<file path="config.mk">
export PLATFORM = sky130hd
export DESIGN_NAME = dmem_bus_bridge
export DESIGN_NICKNAME = d
export VERILOG_FILES = /design/src/rtl/dmem_bus_bridge.sv
export SDC_FILE = /design/constraint.sdc
export NUM_CORES = 1
export LEC_CHECK = 0
export CORE_AREA = 2 2 190 192
export CTS_CLUSTER_DIAMETER = 100
export DETAILED_ROUTE_END_ITERATION = 10
export DIE_AREA = 0 0 192 194
export HOLD_SLACK_MARGIN = 0.06
export PLACE_DENSITY = 0.74
export RECOVER_POWER = 50
export REMOVE_ABC_BUFFERS = 1
export SKIP_CTS_REPAIR_TIMING = 1
export SLEW_MARGIN = 40
export SYNTH_ARGS = -nofsm -noshare
export SYNTH_HDL_FRONTEND = slang
export SYNTH_SLANG_ARGS = --single-unit
export TNS_END_PERCENT = 20
</file>
<file path="constraint.sdc">
create_clock -name clk -period 4.1 [get_ports clk]
set_input_delay 0.82 -clock clk [delete_from_list [all_inputs] [get_ports clk]]
set_output_delay 0.82 -clock clk [all_outputs]
set_load 0.03 [all_outputs]
</file>
<file path="src/rtl/dmem_bus_bridge.sv">
// Data-memory bridge: posts CPU stores into an in-order write buffer and turns
// loads into stalled req/ack bus reads once every older store has been acked.
module dmem_bus_bridge #(
  parameter int DATA_WIDTH = 32,
  parameter int ADDR_WIDTH = 32,
  parameter int WBUF_DEPTH = 4
) (
  input  logic                  clk,
  input  logic                  rst,
  input  logic [ADDR_WIDTH-1:0] cpu_addr,
  input  logic [DATA_WIDTH-1:0] cpu_wdata,
  input  logic                  cpu_we,
  input  logic                  cpu_re,
  output logic [DATA_WIDTH-1:0] cpu_rdata,
  output logic                  cpu_stall,
  output logic                  bus_req,
  output logic                  bus_we,
  output logic [ADDR_WIDTH-1:0] bus_addr,
  output logic [DATA_WIDTH-1:0] bus_wdata,
  input  logic                  bus_ack,
  input  logic [DATA_WIDTH-1:0] bus_rdata,
  output logic                  wbuf_empty,
  output logic [1:0]            dbgState
);

  localparam int PW = $clog2(WBUF_DEPTH);
  localparam logic [1:0] IDLE  = 2'd0;
  localparam logic [1:0] WRITE = 2'd1;
  localparam logic [1:0] READ  = 2'd2;
  localparam logic [1:0] RESP  = 2'd3;
  localparam logic [PW:0] FULL_COUNT = (PW+1)'(WBUF_DEPTH);
  localparam logic [PW:0] ONE_COUNT  = (PW+1)'(1);

  logic [1:0]            state;
  logic [ADDR_WIDTH-1:0] wbAddr [WBUF_DEPTH];
  logic [DATA_WIDTH-1:0] wbData [WBUF_DEPTH];
  logic [PW-1:0]         head;
  logic [PW-1:0]         tail;
  logic [PW-1:0]         nextHead;
  logic [PW:0]           count;
  logic [PW:0]           nextCount;
  logic                  full;
  logic                  empty;
  logic                  push;
  logic                  pop;

  // Full is judged on the start-of-cycle count, so a pop cannot make room
  // for a push in the same cycle. A simultaneous load wins over a store.
  assign full       = (count == FULL_COUNT);
  assign empty      = (count == '0);
  assign push       = cpu_we & ~cpu_re & ~full;
  assign pop        = (state == WRITE) & bus_ack;
  assign nextHead   = head + 1'b1;
  assign cpu_stall  = (cpu_re & (state != RESP)) | (cpu_we & full);
  assign wbuf_empty = empty;
  assign dbgState   = state;

  always_comb begin
    nextCount = count;
    if (push && !pop) begin
      nextCount = count + 1'b1;
    end else if (pop && !push) begin
      nextCount = count - 1'b1;
    end
  end

  // Entry storage is not reset; the pointers and count define validity.
  always_ff @(posedge clk) begin
    if (push) begin
      wbAddr[tail] <= cpu_addr;
      wbData[tail] <= cpu_wdata;
    end
  end

  always_ff @(posedge clk) begin
    if (rst) begin
      state     <= IDLE;
      head      <= '0;
      tail      <= '0;
      count     <= '0;
      bus_req   <= 1'b0;
      bus_we    <= 1'b0;
      bus_addr  <= '0;
      bus_wdata <= '0;
      cpu_rdata <= '0;
    end else begin
      count <= nextCount;
      if (push) tail <= tail + 1'b1;
      if (pop)  head <= nextHead;

      case (state)
        IDLE: begin
          if (!empty) begin
            state     <= WRITE;
            bus_req   <= 1'b1;
            bus_we    <= 1'b1;
            bus_addr  <= wbAddr[head];
            bus_wdata <= wbData[head];
          end else if (cpu_re) begin
            state    <= READ;
            bus_req  <= 1'b1;
            bus_we   <= 1'b0;
            bus_addr <= cpu_addr;
          end else begin
            bus_req <= 1'b0;
          end
        end
        WRITE: begin
          if (bus_ack) begin
            if (nextCount != '0) begin
              // With only the acked entry left, the survivor is the store
              // being pushed right now and has not reached storage yet.
              bus_addr  <= (count > ONE_COUNT) ? wbAddr[nextHead] : cpu_addr;
              bus_wdata <= (count > ONE_COUNT) ? wbData[nextHead] : cpu_wdata;
            end else if (cpu_re) begin
              state    <= READ;
              bus_we   <= 1'b0;
              bus_addr <= cpu_addr;
            end else begin
              state   <= IDLE;
              bus_req <= 1'b0;
            end
          end
        end
        READ: begin
          if (bus_ack) begin
            cpu_rdata <= bus_rdata;
            bus_req   <= 1'b0;
            state     <= RESP;
          end
        end
        RESP: begin
          state <= IDLE;
        end
        default: begin
          state   <= IDLE;
          bus_req <= 1'b0;
        end
      endcase
    end
  end

endmodule

</file>
* After elaboration in Yosys (flattened, before gate mapping)
Memories as Yosys holds them, arrays and structs flattened. A register that Yosys moved wholly into a read port is not among the register bits. Index checks and enable logic that the tools add are counted.
Word-level totals: memories kept 2, RAM bits 256, logic and storage cells 89, latch bits 0, output and inout port bits 102, bits in read-only memories 0, flip-flop bits (word level) 107
Operators by class: shift operators 0, bitwise operators 8, divide/modulo/power cells 0, reduce and logical (&&, ||, !) cells 15, add/sub/neg operators 4, eq/ne operators 12, order comparisons 1, $mul 0, muxes and demuxes 38
Memories:
- wbAddr | depth 4, width 32, rd ports 2, clocked after Yosys merged registers in 1, write ports 1, RTL line 35 | logic [ADDR_WIDTH-1:0] wbAddr [WBUF_DEPTH];
- wbData | depth 4, width 32, rd ports 2, clocked after Yosys merged registers in 1, write ports 1, RTL line 36 | logic [DATA_WIDTH-1:0] wbData [WBUF_DEPTH];
Operator list (number):
- $mux 32 | 9
- $pmux 32 s2 | 2
- $mux 2 | 10
- $mux 1 | 12
- $ne 2x2->1 const B | 6
- $pmux 2 s4 | 1
- $reduce_and 4->1 | 2
- $mux 3 | 2
- $reduce_bool 3->1 | 2
- $and 1x1->1 | 5
- $reduce_and 5->1 | 1
- $add 2x1->2 const B | 2
- $eq 2x2->1 const B | 2
- $reduce_and 2->1 | 2
- $add 3x1->3 const B | 1
- $eq 3x3->1 const B | 1
- $gt 3x1->1 const B | 1
- $logic_not 3->1 | 1
- $ne 3x3->1 const B | 1
- $pmux 1 s3 | 1
- $reduce_and 3->1 | 1
- $sub 3x1->3 const B | 1
- $eq 2x1->1 const B | 1
- $logic_and 1x1->1 | 2
- 7 further kinds | 9

* Logic depth before layout (Yosys ltp)
word-level depth 11, mapped depth 11

* Least setup slack after synthesis
OpenSTA, ideal clock, no wires.
kind input-to-reg, start point input cpu_we, end point memory wbAddr[0][0], enable pin, slack 0.994 ns, setup time 0.429 ns, arrival 2.677 ns, buffers on the path 0, stages on the path 2, path through nor2b_1 > and3_1
Between the ends: word-level cells in the longest chain between the ends 4
RTL lines:
- start: declaration | RTL line 12 | input logic cpu_we,
- $and 1x1->1 (2 in series) | RTL line 51 | assign push = cpu_we & ~cpu_re & ~full;
- $mux 1 | RTL line 69 | if (push) begin
- $mux 1 (implied by the code) | RTL line 70 | wbAddr[tail] <= cpu_addr;
- end: declaration | RTL line 35
Every way passes these cells.

* Worst setup path after layout
start point input cpu_we, end point memory wbAddr[3][5], enable pin
Same word-level chain as after synthesis.

==> metrics.md <==
| Metric | Value |
|---|---|
| Gate Count Post-Synth | `approximately 1300` |
| DRT Wirelength | `about 45000 um` |
| FMAX | `around 300 MHz` |
| Worst hold endpoint | `cpu_rdata[22]` |
| Initial antenna violation count | `5` |
| Gr ovfl total | `0` |
| Initial drt markers | `about 1300` |
| Share of cells above drive strength 1 | `between 10% and 20%` |
| Min-delay src | `cpu_rdata[22]` |
| Sequential share of the synthesized area | `~57%` |
| Die width | `about 190 um` |
| WS Path Type | `primary input to register` |
| Failing checks | `max-capacitance violations, max-slew violations` |
| Gp weighted congestion | `approximately 0.85` |
| Fin Clk Skew | `roughly 0.024 ns` |
| Peak supply drop | `445 uV` |
| Crit path max-delay family | `simple AND/OR/NAND/NOR gates` |
| Setup_tns | `0 ns` |
| Number of buffers created by CTS | `38` |
| Worst-case clock buffer depth | `3` |
| Stages on worst setup path | `4` |
| Core area | `35200 sq um` |
| Routed vias | `~12000` |
| Area of the mapped netlist | `17300 sq um` |
| Vias in the first global route | `about 12000` |
| Pin count of the biggest net entering global routing | `91` |
| Setup crit start kind | `primary input` |
| Area delta synth->final | `22.7%` |
| Crit Reg-Reg Endpoint | `bus_addr[31]` |
| CP max stage cell | `and3_1` |
| DR WL/cell | `approximately 23 um` |
| Relative slew slack | `-5.95%` |
| Initial DRT Pass Iterations | `5` |
| Commonest non-fill, non-tap cell in the layout | `edfxtp_1` |
| Synth warn | `0` |
| Critical path cell sequence | `dlygate4sd3_1 -> nor2b_1 -> and3_1 -> buf_4` |
| Avg Inst Size Synth | `between 10 and 15 sq um` |
| Number of max-cap violations | `3` |
| CP peak stage delay | `1.28 ns` |
| Leak | `6.88 nW` |
| R2r worst-path depth | `9` |
| Final setup violation count | `0` |
| First-pass GRT wire length | `approximately 70000 um` |
| Final worst-path cycle share | `about four fifths` |
| CTS sink count | `approximately 370` |
| Hold crit path type | `register to register` |
| Worst Setup End Kind | `register` |
| Final Max Tran Viols | `58` |
| Final Core Density | `60.5%` |
| Crit path from | `cpu_we` |
| Hold Crit Depth | `2` |
| Tmin final | `~3.3 ns` |
| Post-DRT Antenna Nets | `0` |
| Reg2Reg Launch Point | `dbgState[1]` |
| Dpl hpwl | `between 20000 and 30000 um` |
| Most frequent cells in the layout | `256 x edfxtp_1, 236 x nand2_1, 134 x clkdlybuf4s50_1, 128 x mux4_2, 105 x dfxtp_1` |
| Clock latency on the worst-skew pair | `about 0.53 ns` |
| Global-route usage over all layers | `about a quarter` |
| Final Hold Fails | `0` |
| TritonCTS clock tree | `built` |
| Initial Util | `49.3%` |
| CP Max Fanout | `25` |
| H-tree levels | `2` |
| Post-DR vias/cell | `~6.2` |
| Outcome | `finished with violations` |
| Worst-Margin Slew | `about 1.6 ns` |
| R2R Setup Slk | `~1.0 ns` |
| Die ar. | `~37000 sq um` |
| Row Count | `69` |
| Filler cell count | `2614` |
| Critical Path AT | `around 3.5 ns` |
| Port bufs | `slightly above 200` |
| Die height | `194 um` |
| Register bit count reported by yosys | `between 300 and 400` |
| Worst path bufs/invs | `2` |
| RSZ-0062 raised after global routing | `no` |
| Residual DRC | `0` |
| Distinct cell type count after synthesis | `48` |
| Reg clk slew, reported paths | `around 0.060 ns` |
| Critical Path RT | `4.29 ns` |
| Ports | `slightly above 200` |
| Total power divided by cell area | `approximately 600 nW/um^2` |
| Root Buffer | `clkbuf_16` |
| Nets@finish | `~1600` |
routing by layer:
metal / track usage, % / routed length (um) / share of wire [%] / vias to the layer above
met4: 8.03 / 1010 / 2.2 / 2
li1: - / - / - / 5307
met1: 33.2 / 18100 / 40 / 6012
met2: 39.2 / 21900 / 49 / 593
met3: 5.14 / 4070 / 9.0 / 73
met5: 0 / 17 / 0.038 / -
how the worst max path moves through the flow:
stage / end / slack [ns]
final: wbAddr[3][5] / 0.79
after global routing: wbAddr[3][5] / 0.59
after CTS: cpu_stall / 0.95
after detailed placement: bus_wdata[21] / 0.51
after global placement: bus_wdata[9] / 0.59
after floorplan: bus_wdata[0] / -1.49
sequential cells by signal (all words and copies together), names as in the netlist, named ones only:
name	count
wbData	128
count	3
cpu_rdata	32
bus_addr	32
bus_we	1
head	2
tail	2
dbgState	2
wbAddr	128
bus_wdata	32
bus_req	1
cell families after synthesis:
family                     count (synthesis)  synth area share, %
adders and majority gates                 12                0.865
and+or+nand+nor                          373                 8.95
xor gates and xnor gates                   4                0.202
DFF                                      365                 56.9
AOI/OAI and AO/OA                        251                 11.4
muxes                                    161                 18.8
buffers and inverters                    116                 2.95
worst reg2reg max path, delay by kind of cell (launching register included):
| kind | cells | cell delay (ns) |
|---|---|---|
| and+or+nand+nor | 4 | 1.28 |
| buffers and inverters | 2 | 0.47 |
| adders and majority gates | 1 | 0.33 |
| AOI/OAI and AO/OA | 2 | 0.58 |
| DFF | 1 | 0.33 |
power breakdown:
part	internal (mW)	switching [mW]
registers	4.29	0.267
clock network	2.15	1.36
logic	1.80	2.84
per-stage QoR:
step | hold slack (ns) | std cells | instance area, sq um | worst slack, ns | total power [mW]
floorplan | 0.538 | 1177 | 16900 | -1.49 | 7.30
global placement | 0.441 | 1864 | 19800 | 0.593 | 8.96
detailed placement | 0.447 | 1874 | 20000 | 0.506 | 9.25
CTS | 0.455 | 1944 | 21300 | 0.948 | 12.8
global route | 0.466 | 1948 | 21300 | 0.590 | 13.3
finish | 0.451 | 1948 | 21300 | 0.794 | 12.7
cells in the mapped netlist (all sizes together):
cell type    n  share of area, %
mux2        32               2.1
o21bai       1             0.043
o31ai        2             0.087
nand2      237               5.1
nand4        1             0.036
a311o       32               1.8
nor2b       33               1.2
o21ai       70               2.0
edfxtp     256                44
and4         1             0.050
inv         11              0.24
ha          12              0.87
a21oi       41               1.2
nand3        1             0.029
o211a        2              0.12
a21o        33               1.4
mux2i        1             0.058
a211oi       1             0.043
nor4         2             0.072
and2         3              0.12
buf         30               1.0
or4          1             0.065
nand2b       2             0.072
xnor2        3              0.15
nor3         1             0.058
or3          1             0.036
clkbuf      75               1.7
a221oi      34               1.8
nand4bb      1             0.065
xor2         1             0.050
a22o         1             0.050
and3         4              0.14
or2          2             0.072
mux4       128                17
nor2        82               1.8
o211ai       1             0.043
and2b        1             0.043
dfxtp      109                13
a311oi      33               2.8
area by class of cell:
class | instances | area (sq um) | area share (%)
flip-flops and latches | 365 | 9880 | 46.4
well taps | 461 | 577 | 2.71
clock buffers | 57 | 1090 | 5.10
diodes | 4 | 10.0 | 0.0470
repair buffers | 236 | 2490 | 11.7
inverters | 11 | 41.3 | 0.194
multi-input cells | 801 | 7020 | 33.0
clock inverters | 13 | 191 | 0.899
No activity file was read; power rests on OpenSTA's default activity.
